`src/rtl/mem_arbiter.sv`:
```
// Two-requester (IFU/LSU) arbiter for a single shared memory port with one outstanding transaction.
// Define MEM_ARB_RR_EN to use round-robin on simultaneous requests; the default gives LSU fixed priority.
module mem_arbiter (
  input  logic        clk,
  input  logic        rst,
  input  logic        ifu_req_valid,
  input  logic [31:0] ifu_req_addr,
  output logic        ifu_req_ready,
  input  logic        ifu_flush,
  output logic        ifu_rvalid,
  output logic [31:0] ifu_rdata,
  input  logic        lsu_req_valid,
  input  logic [31:0] lsu_req_addr,
  input  logic        lsu_req_we,
  input  logic [31:0] lsu_req_wdata,
  input  logic [3:0]  lsu_req_wstrb,
  output logic        lsu_req_ready,
  output logic        lsu_rvalid,
  output logic [31:0] lsu_rdata,
  output logic        mem_req_valid,
  input  logic        mem_req_ready,
  output logic [31:0] mem_addr,
  output logic        mem_we,
  output logic [31:0] mem_wdata,
  output logic [3:0]  mem_wstrb,
  input  logic        mem_resp_valid,
  input  logic [31:0] mem_rdata,
  output logic        arb_busy
);

  typedef enum logic [1:0] {IDLE, ISSUE, WAIT, RESP} state_e;
  typedef enum logic {OWN_IFU, OWN_LSU} owner_e;

  state_e      state_q;
  owner_e      owner_q;
  logic [31:0] addr_q;
  logic        we_q;
  logic [31:0] wdata_q;
  logic [3:0]  wstrb_q;
  logic        mem_req_valid_q;
  logic        ifu_rvalid_q;
  logic        lsu_rvalid_q;
  logic [31:0] ifu_rdata_q;
  logic [31:0] lsu_rdata_q;
  logic        drop_q;
  logic        drop_d;
  logic        grant_ifu;
  logic        grant_lsu;
`ifdef MEM_ARB_RR_EN
  // Reset value 1 makes IFU the winner of the first tie.
  logic        last_lsu_q;
`endif

  always_comb begin
    grant_ifu = 1'b0;
    grant_lsu = 1'b0;
    if (state_q == IDLE && !rst) begin
`ifdef MEM_ARB_RR_EN
      if (ifu_req_valid && lsu_req_valid) begin
        grant_lsu = ~last_lsu_q;
        grant_ifu = last_lsu_q;
      end else begin
        grant_ifu = ifu_req_valid;
        grant_lsu = lsu_req_valid;
      end
`else
      grant_lsu = lsu_req_valid;
      grant_ifu = ifu_req_valid && !lsu_req_valid;
`endif
    end
  end

  always_comb begin
    drop_d = drop_q;
    if (ifu_flush && (grant_ifu || (state_q != IDLE && owner_q == OWN_IFU))) begin
      drop_d = 1'b1;
    end
  end

  always_ff @(posedge clk or posedge rst) begin
    if (rst) begin
      state_q         <= IDLE;
      owner_q         <= OWN_IFU;
      addr_q          <= '0;
      we_q            <= 1'b0;
      wdata_q         <= '0;
      wstrb_q         <= '0;
      mem_req_valid_q <= 1'b0;
      ifu_rvalid_q    <= 1'b0;
      lsu_rvalid_q    <= 1'b0;
      ifu_rdata_q     <= '0;
      lsu_rdata_q     <= '0;
      drop_q          <= 1'b0;
`ifdef MEM_ARB_RR_EN
      last_lsu_q      <= 1'b1;
`endif
    end else begin
      ifu_rvalid_q <= 1'b0;
      lsu_rvalid_q <= 1'b0;
      case (state_q)
        IDLE: begin
          if (grant_lsu) begin
            owner_q         <= OWN_LSU;
            addr_q          <= lsu_req_addr;
            we_q            <= lsu_req_we;
            wdata_q         <= lsu_req_wdata;
            wstrb_q         <= lsu_req_wstrb;
            drop_q          <= 1'b0;
            mem_req_valid_q <= 1'b1;
            state_q         <= ISSUE;
          end else if (grant_ifu) begin
            owner_q         <= OWN_IFU;
            addr_q          <= ifu_req_addr;
            we_q            <= 1'b0;
            wdata_q         <= '0;
            wstrb_q         <= '0;
            drop_q          <= drop_d;
            mem_req_valid_q <= 1'b1;
            state_q         <= ISSUE;
          end
`ifdef MEM_ARB_RR_EN
          if (grant_lsu || grant_ifu) begin
            last_lsu_q <= grant_lsu;
          end
`endif
        end
        ISSUE: begin
          drop_q <= drop_d;
          if (mem_req_ready) begin
            mem_req_valid_q <= 1'b0;
            state_q         <= WAIT;
          end
        end
        WAIT: begin
          drop_q <= drop_d;
          if (mem_resp_valid) begin
            state_q <= RESP;
            if (owner_q == OWN_LSU) begin
              lsu_rdata_q  <= we_q ? '0 : mem_rdata;
              lsu_rvalid_q <= 1'b1;
            end else begin
              ifu_rdata_q  <= mem_rdata;
              ifu_rvalid_q <= ~drop_d;
            end
          end
        end
        RESP: begin
          drop_q  <= 1'b0;
          state_q <= IDLE;
        end
        default: state_q <= IDLE;
      endcase
    end
  end

  assign ifu_req_ready = grant_ifu;
  assign lsu_req_ready = grant_lsu;
  // A flush landing in RESP still has to cancel the pulse already registered.
  assign ifu_rvalid    = ifu_rvalid_q & ~ifu_flush;
  assign ifu_rdata     = ifu_rdata_q;
  assign lsu_rvalid    = lsu_rvalid_q;
  assign lsu_rdata     = lsu_rdata_q;
  assign mem_req_valid = mem_req_valid_q;
  assign mem_addr      = addr_q;
  assign mem_we        = we_q;
  assign mem_wdata     = wdata_q;
  assign mem_wstrb     = wstrb_q;
  assign arb_busy      = (state_q != IDLE);

endmodule

```
`config.mk`:
```
export PLATFORM = sky130hd
export DESIGN_NAME = mem_arbiter
export DESIGN_NICKNAME = d
export VERILOG_FILES = /design/src/rtl/mem_arbiter.sv
export SDC_FILE = /design/constraint.sdc
export NUM_CORES = 1
export LEC_CHECK = 0
export ABC_CLOCK_PERIOD_IN_PS = 7400
export CAP_MARGIN = 20
export CORE_AREA = 2 2 196 102
export DETAILED_ROUTE_END_ITERATION = 8
export DIE_AREA = 0 0 198 104
export PLACE_DENSITY_LB_ADDON = 0.05
export REMOVE_ABC_BUFFERS = 1
export SETUP_SLACK_MARGIN = 0.2
export SYNTH_ARGS = -nofsm -noshare
export SYNTH_HDL_FRONTEND = slang
export SYNTH_SLANG_ARGS = --single-unit
export TNS_END_PERCENT = 50
```
`constraint.sdc`:
```
create_clock -name clk -period 7.4 [get_ports clk]
set_input_delay 1.11 -clock clk [delete_from_list [all_inputs] [get_ports clk]]
set_output_delay 1.11 -clock clk [all_outputs]
set_load 0.01 [all_outputs]
```
After elaboration in Yosys (flattened, before gate mapping)
Index checks and enable logic that the tools add are counted.
{"block": "totals", "word_cells": 70, "regBits": 140}
{"block": "op_classes", "reduce_logical": 17, "n_bitwise": 4, "n_mux": 31, "n_eq_ne": 6}
{"op": "32-bit two-way mux", "n": 5}
{"op": "1-bit two-way mux", "n": 17}
{"op": "3-bit AND reduction", "n": 4}
{"op": "2-bit two-way mux", "n": 4}
{"op": "4-bit two-way mux", "n": 2}
{"op": "2-bit one-hot mux with 4 select lines", "n": 1}
{"op": "2-bit nonzero test", "n": 3}
{"op": "2-bit equality test (second input constant)", "n": 2}
{"op": "1-bit logical AND", "n": 4}
{"op": "2-bit != test (second input constant)", "n": 2}
{"op": "3-bit != test (second input constant)", "n": 1}
{"op": "1-bit NOT", "n": 3}
{"op": "1-bit one-hot mux with 3 select lines", "n": 1}
{"op": "2-bit by 1-bit equality test with 1-bit output (second input constant)", "n": 1}
{"op": "1-bit zero test", "n": 2}
{"op": "2-bit zero test", "n": 1}
{"op": "1-bit one-hot mux with 2 select lines", "n": 1}
{"op": "2-bit AND reduction", "n": 1}
{"op": "2-bit OR reduction", "n": 1}
{"op": "1-bit bitwise AND", "n": 1}
{"op": "1-bit logical OR", "n": 1}

Logic depth before layout (Yosys ltp)
{"block": "logic_depth", "depth_word": 10, "depth_mapped": 9}

Worst setup path before layout
OpenSTA, ideal clock, no wires.
{"block": "synth_path", "path_type": "input port to output port", "startpoint": "in rst", "endpoint": "out lsu_req_ready", "arrival_ns": 4.493, "path_slack_ns": 1.797, "stages": 2, "path_cell_list": "inv_1 and3_1"}
{"block": "synth_between", "elab_chain_cells": 3}
{"element": "start, declared", "line_no": "5", "text": "input logic rst,"}
{"element": "1-bit zero test (no line)"}
{"element": "1-bit logical AND", "line_no": "57", "text": "if (state_q == IDLE && !rst) begin"}
{"element": "1-bit two-way mux", "line_no": "57"}
{"element": "end, declared", "line_no": "17", "text": "output logic lsu_req_ready,"}
Every way passes these cells.

Worst setup path after layout
Same ends and word-level chain as after synthesis.

==> summary.txt <==
CTS buffer count: 17
Routed WL: 17800 um
CP Buf/Inv Count: 3
htree depth: 4
Diodes inserted: 0
GR Util All Layers: 0.176
CTS tree: built
# port buffers: 278
# IOs: 279
reg2reg start: state_q[0]
synth warn: 0
leakage: 3.97 nW
Rel. slew slack: 0.441
worst skew pair latency: 0.41 ns
filler instances: 1709
HP Start: lsu_rdata[28]
core area: 19000 um2
endpoint class of the critical path: output port
switching share of power: 0.307
Setup crit start kind: input port
CP Max Fanout: 66
Comb pwr share: 0.422
GP Congestion: 0.773
Top cell by count, worst path: clkdlybuf4s50_1
status: completed
clk sinks: 140
initial antenna violation count: 1
CP top delay family: buffers and inverters
Slew Limit Fails: 0
clk_skew: 0.00683 ns
max_cap viols: 0
Die Wd: 198 um
Cell variety after synth: 27
Nets: 892
crit path kind: input port to output port
Initial Utilization: 0.294
commonest non-fill, non-tap cell in the layout: clkdlybuf4s50_1
Row Count: 36
WP data required: 6.29 ns
CTS Hold Bufs: 0
Clock Power Share: 0.236
commonest non-fill, non-tap cells in the layout: clkdlybuf4s50_1, dfrtp_1, nor2_1
Hold Worst Slack: 0.486 ns
Final Hold Vio Count: 0
post-CTS setup buffer count: 0
Via density: 4.49
Die Span Y: 104 um
peak supply drop: 0.000182 V
Tightest Pin Transition: 0.836 ns
switching pwr: 1.20 mW
CTS Root Cell: clkbuf_16
largest net degree at the start of global routing: 77
Starting DRT DRC Count: 120
minimum clock period: 4.01 ns
delay of the slowest critical-path stage: 0.54 ns
P per Cell Area: 422 nW/um2
first-pass GRT wire length: 27800 um
Setup violations, final: 0
clock-pin transition on the worst setup and hold timing paths: 0.05 ns
syn_area_per_cell: 11.8 um2
share of cells above drive strength 1: 0.101
WL per Instance: 17.4 um
CTS Buffer Depth: 2
Final period util: 0.541
via count: 4610
Area growth syn-to-layout: 66.0%
GR Overflow Total: 0
1st-pass router iterations: 4
die area: 20600 um2
vias in the first global route: 4807
Antenna Nets Post-Route: 0
worst path cell trace: clkdlybuf4s50_1, inv_6, and3_1, clkdlybuf4s50_1
Hold Path Class: flop to flop
Post-Synthesis Cells: 473
Post-Syn Area: 5570 um2
Max Clock Freq: 250 MHz
DRT met1 WL: 7850 um
Remaining DRCs: 0
critical path arrival: 2.90 ns
Critical path origin: rst
met3 WL: 1840 um
PostCTS Resize Cnt: 0
synthesis-stage register bit count: 140
CP max-delay cell: clkdlybuf4s50_1
met2 WL: 8010 um
DR top layer: met5
total power: 3.91 mW
Pint: 2.71 mW
post-DP HPWL: 12700 um
RSZ-0062 raised after global routing: false
sequential share of the synthesized area: 0.629
Seq pwr share: 0.342
final setup TNS: 0 ns
-- power groups by stage --
| stage | Combinational [mW] | Sequential [mW] | Clock [mW] |
|---|---|---|---|
| after floorplan | 0.505 | 1.49 | 0 |
| after CTS | 1.67 | 1.34 | 0.952 |
| after global placement | 1.64 | 1.34 | 0 |
| after global routing | 1.78 | 1.38 | 0.988 |
| final | 1.65 | 1.34 | 0.924 |
| after detailed placement | 1.66 | 1.34 | 0 |
-- worst register-to-register path, cell delays in order, from the launching register on --
cell and delay [ns]:
dfrtp_1 0.39, inv_1 0.12, ha_1 0.27, and3b_1 0.29, nor2b_4 0.73, o22ai_1 0.19
nor2_1 0.12
-- registers in the layout (all words and copies together) (netlist names) --
signal	count
ifu_rvalid_q	1
state_q	2
mem_wdata	32
lsu_rdata	32
drop_q	1
mem_we	1
ifu_rdata	32
lsu_rvalid	1
mem_addr	32
mem_req_valid	1
owner_q	1
mem_wstrb	4
-- path summary, 6_finish.rpt --
kind                            endpoint  slack [ns]  depth (start not counted)
max                        lsu_req_ready        3.39                          4
min reg2reg                lsu_rdata[28]        0.49                          2
min in group asynchronous   mem_wstrb[1]        1.24                          2
max reg2reg                 mem_addr[19]        5.22                          6
max in group asynchronous  ifu_rdata[28]        5.12                          4
min                        lsu_rdata[28]        0.49                          2
-- through the flow --
stage               setup WS [ns]  utilization  instances  area, um2
detailed placement           3.32        0.451        993       8550
global placement             3.34        0.451        993       8550
finish                       3.39        0.488       1026       9250
floorplan                    1.80            -        442       5380
global route                 3.24        0.488       1026       9250
CTS                          3.32        0.485       1024       9200
-- final cells by class --
| class | instances | area [um2] | share of cell area |
|---|---|---|---|
| Sequential cell | 140 | 3500 | 0.379 |
| Inverter | 8 | 35.0 | 0.00379 |
| Tap cell | 266 | 333 | 0.0360 |
| Timing Repair Buffer | 287 | 2890 | 0.312 |
| Clock inverter | 10 | 163 | 0.0176 |
| Multi-Input combinational cell | 294 | 1850 | 0.200 |
| Clock buffer | 21 | 480 | 0.0519 |
-- cell usage after synthesis, drive strengths merged --
cell | n | area, um2
dfrtp | 140 | 3500
nor2 | 66 | 248
a22o | 37 | 324
nand2 | 37 | 139
o21ai | 35 | 179
mux2 | 33 | 372
nand2b | 32 | 200
o22ai | 32 | 200
buf | 21 | 161
clkbuf | 10 | 37.5
inv | 8 | 30.0
ha | 4 | 50.1
nor2b | 4 | 32.5
a21oi | 3 | 15.0
nand3b | 2 | 15.0
a311oi | 1 | 8.76
and2 | 1 | 6.26
and3 | 1 | 6.26
and3b | 1 | 8.76
nand3 | 1 | 5.00
nand4bb | 1 | 11.3
nor3 | 1 | 5.00
o2bb2ai | 1 | 8.76
o31ai | 1 | 7.51
-- logic make-up (layout without fill, tap and decap cells) --
kind of cell / Yosys count / count (layout) / share of synthesized area
compound gates: 110 / 110 / 0.133
fa+ha+maj: 4 / 4 / 0.00898
buf+inv: 39 / 326 / 0.0411
flops: 140 / 140 / 0.629
mux: 33 / 33 / 0.0667
simple gates: 147 / 147 / 0.121
-- metal layers --
layer,GRT usage,vias to the layer above
li1,-,2188
met1,0.225,2242
met2,0.271,166
met3,0.0804,12
met4,0.0392,2
met5,0,-
Note: power is estimated with default switching activity, not from simulation.
==> variant: new RTL, config.mk and constraints unchanged <==
Build with the macro `MEM_ARB_RR_EN` defined.
--- a/src/rtl/mem_arbiter.sv
+++ b/src/rtl/mem_arbiter.sv
@@ -2,2 +2,4 @@
 // Define MEM_ARB_RR_EN to use round-robin on simultaneous requests; the default gives LSU fixed priority.
+`define MEM_ARB_RR_EN
+
 module mem_arbiter (
Formal check against the unedited RTL: not equivalent (a bounded check fails within 4 cycles, from zero or initial values and one cycle with rst high).
==> variant against the original RTL <==
Via count is 3.2% lower. Cell area is 0.84% lower. Core utilization is 0.41 points lower. Die area stayed put. Wire length is 3.0% lower. Sequential share of layout area is 0.61 points higher. Synthesized area is 0.25% lower. Sequential cell count is 1 higher. Synthesized cell count is 8.2% lower. Total power is 0.76% higher. Maximum frequency is 6.6% lower. Worst setup slack worse by 0.29 ns. Critical path type unchanged. Largest power group unchanged.
==> variant: results <==
set metrics [dict create \
    finalNetCount 849 \
    grtUsageMet3 0.0658 \
    wl_met1_um 7930 \
    yosys.area_share.adder 0.00675 \
    synth-compound-area-share 0.159 \
    drive_gt1_frac 0.107 \
    grt_pass1_wl_um 27100 \
    grt_max_degree 83 \
    place_area_um2 8550 \
    post-synth-top-area-fraction 0.630 \
    clock_skew_ns 0.00943 \
    power.leakage_nw 4.06 \
    muxShareOfSynthArea 0.0668 \
    post-dp-hpwl_um 12200 \
    met2_usage 0.253 \
    worst_pin_slew_ns 0.812 \
    grt_pass1_vias 4594 \
    cp.arrival_ns 3.18 \
    met1_usage 0.234 \
    cpPeakStageDelay_ns 0.66 \
    wl_met3_um 1430 \
    irDropWorstVdd_uv 178 \
    detail_route.wirelength_um 17300 \
    netlist_instances 434 \
    wl_met2_um 7800 \
    path_max_fanout 34 \
    synthTopCellsByArea "dfrtp_1 63%, mux2_2 6.5%, a22o_1 5.8%" \
    gp_congestion 0.781 \
    grtUsageTotal 0.171 \
    dp_cells 953 \
    run_status "finished, final reports clean" \
    yosys-top-cells-count "140 x dfrtp_1, 38 x inv_1, 37 x a22o_1" \
]
==> variant: cell count changes after synthesis, sizes merged, moves of 2 or more <==
cell | before | now
nand2 | 37 | 34
a21oi | 3 | 0
clkbuf | 10 | 13
inv | 8 | 39
a222oi | 0 | 32
a21o | 0 | 2
o22ai | 32 | 0
nor2 | 66 | 1
o21ai | 35 | 33
buf | 21 | 18
==> variant: path summary, 6_finish.rpt <==
path                                      startpoint                   endpoint  slack (ns)  cells past startpoint
min reg2reg                lsu_rdata[31]$_DFFE_PP0P_  lsu_rdata[31]$_DFFE_PP0P_        0.48                      2
min                        lsu_rdata[31]$_DFFE_PP0P_  lsu_rdata[31]$_DFFE_PP0P_        0.48                      2
max in group asynchronous                        rst         mem_we$_DFFE_PP0P_        4.80                      3
min in group asynchronous                        rst   lsu_rdata[9]$_DFFE_PP0P_        1.33                      2
max                                              rst              ifu_req_ready        3.11                      5
max reg2reg                   state_q[0]$_DFFE_PP0P_     state_q[1]$_DFFE_PP0P_        5.08                      7
==> variant: report_power, final <==
part	internal (mW)	switching (mW)
Clock	0.581	0.328
Sequential	1.14	0.203
Combinational	0.999	0.684
==> variant: cell type report <==
type | instances | area [µm²]
fillers | 1715 | 9790
flip-flops and latches | 141 | 3530
multi-input cells | 223 | 1710
well taps | 266 | 333
clock inverters | 11 | 165
inverters | 39 | 151
repair buffers | 284 | 2830
clock buffers | 21 | 460
==> variant: worst register-to-register path, cell delays in order (launching register included) <==
cell,delay (ns)
dfrtp_1,0.39
inv_1,0.08
ha_1,0.33
nor2b_4,0.25
o21ai_4,0.06
buf_4,0.33
a221oi_2,0.41
mux2_1,0.35
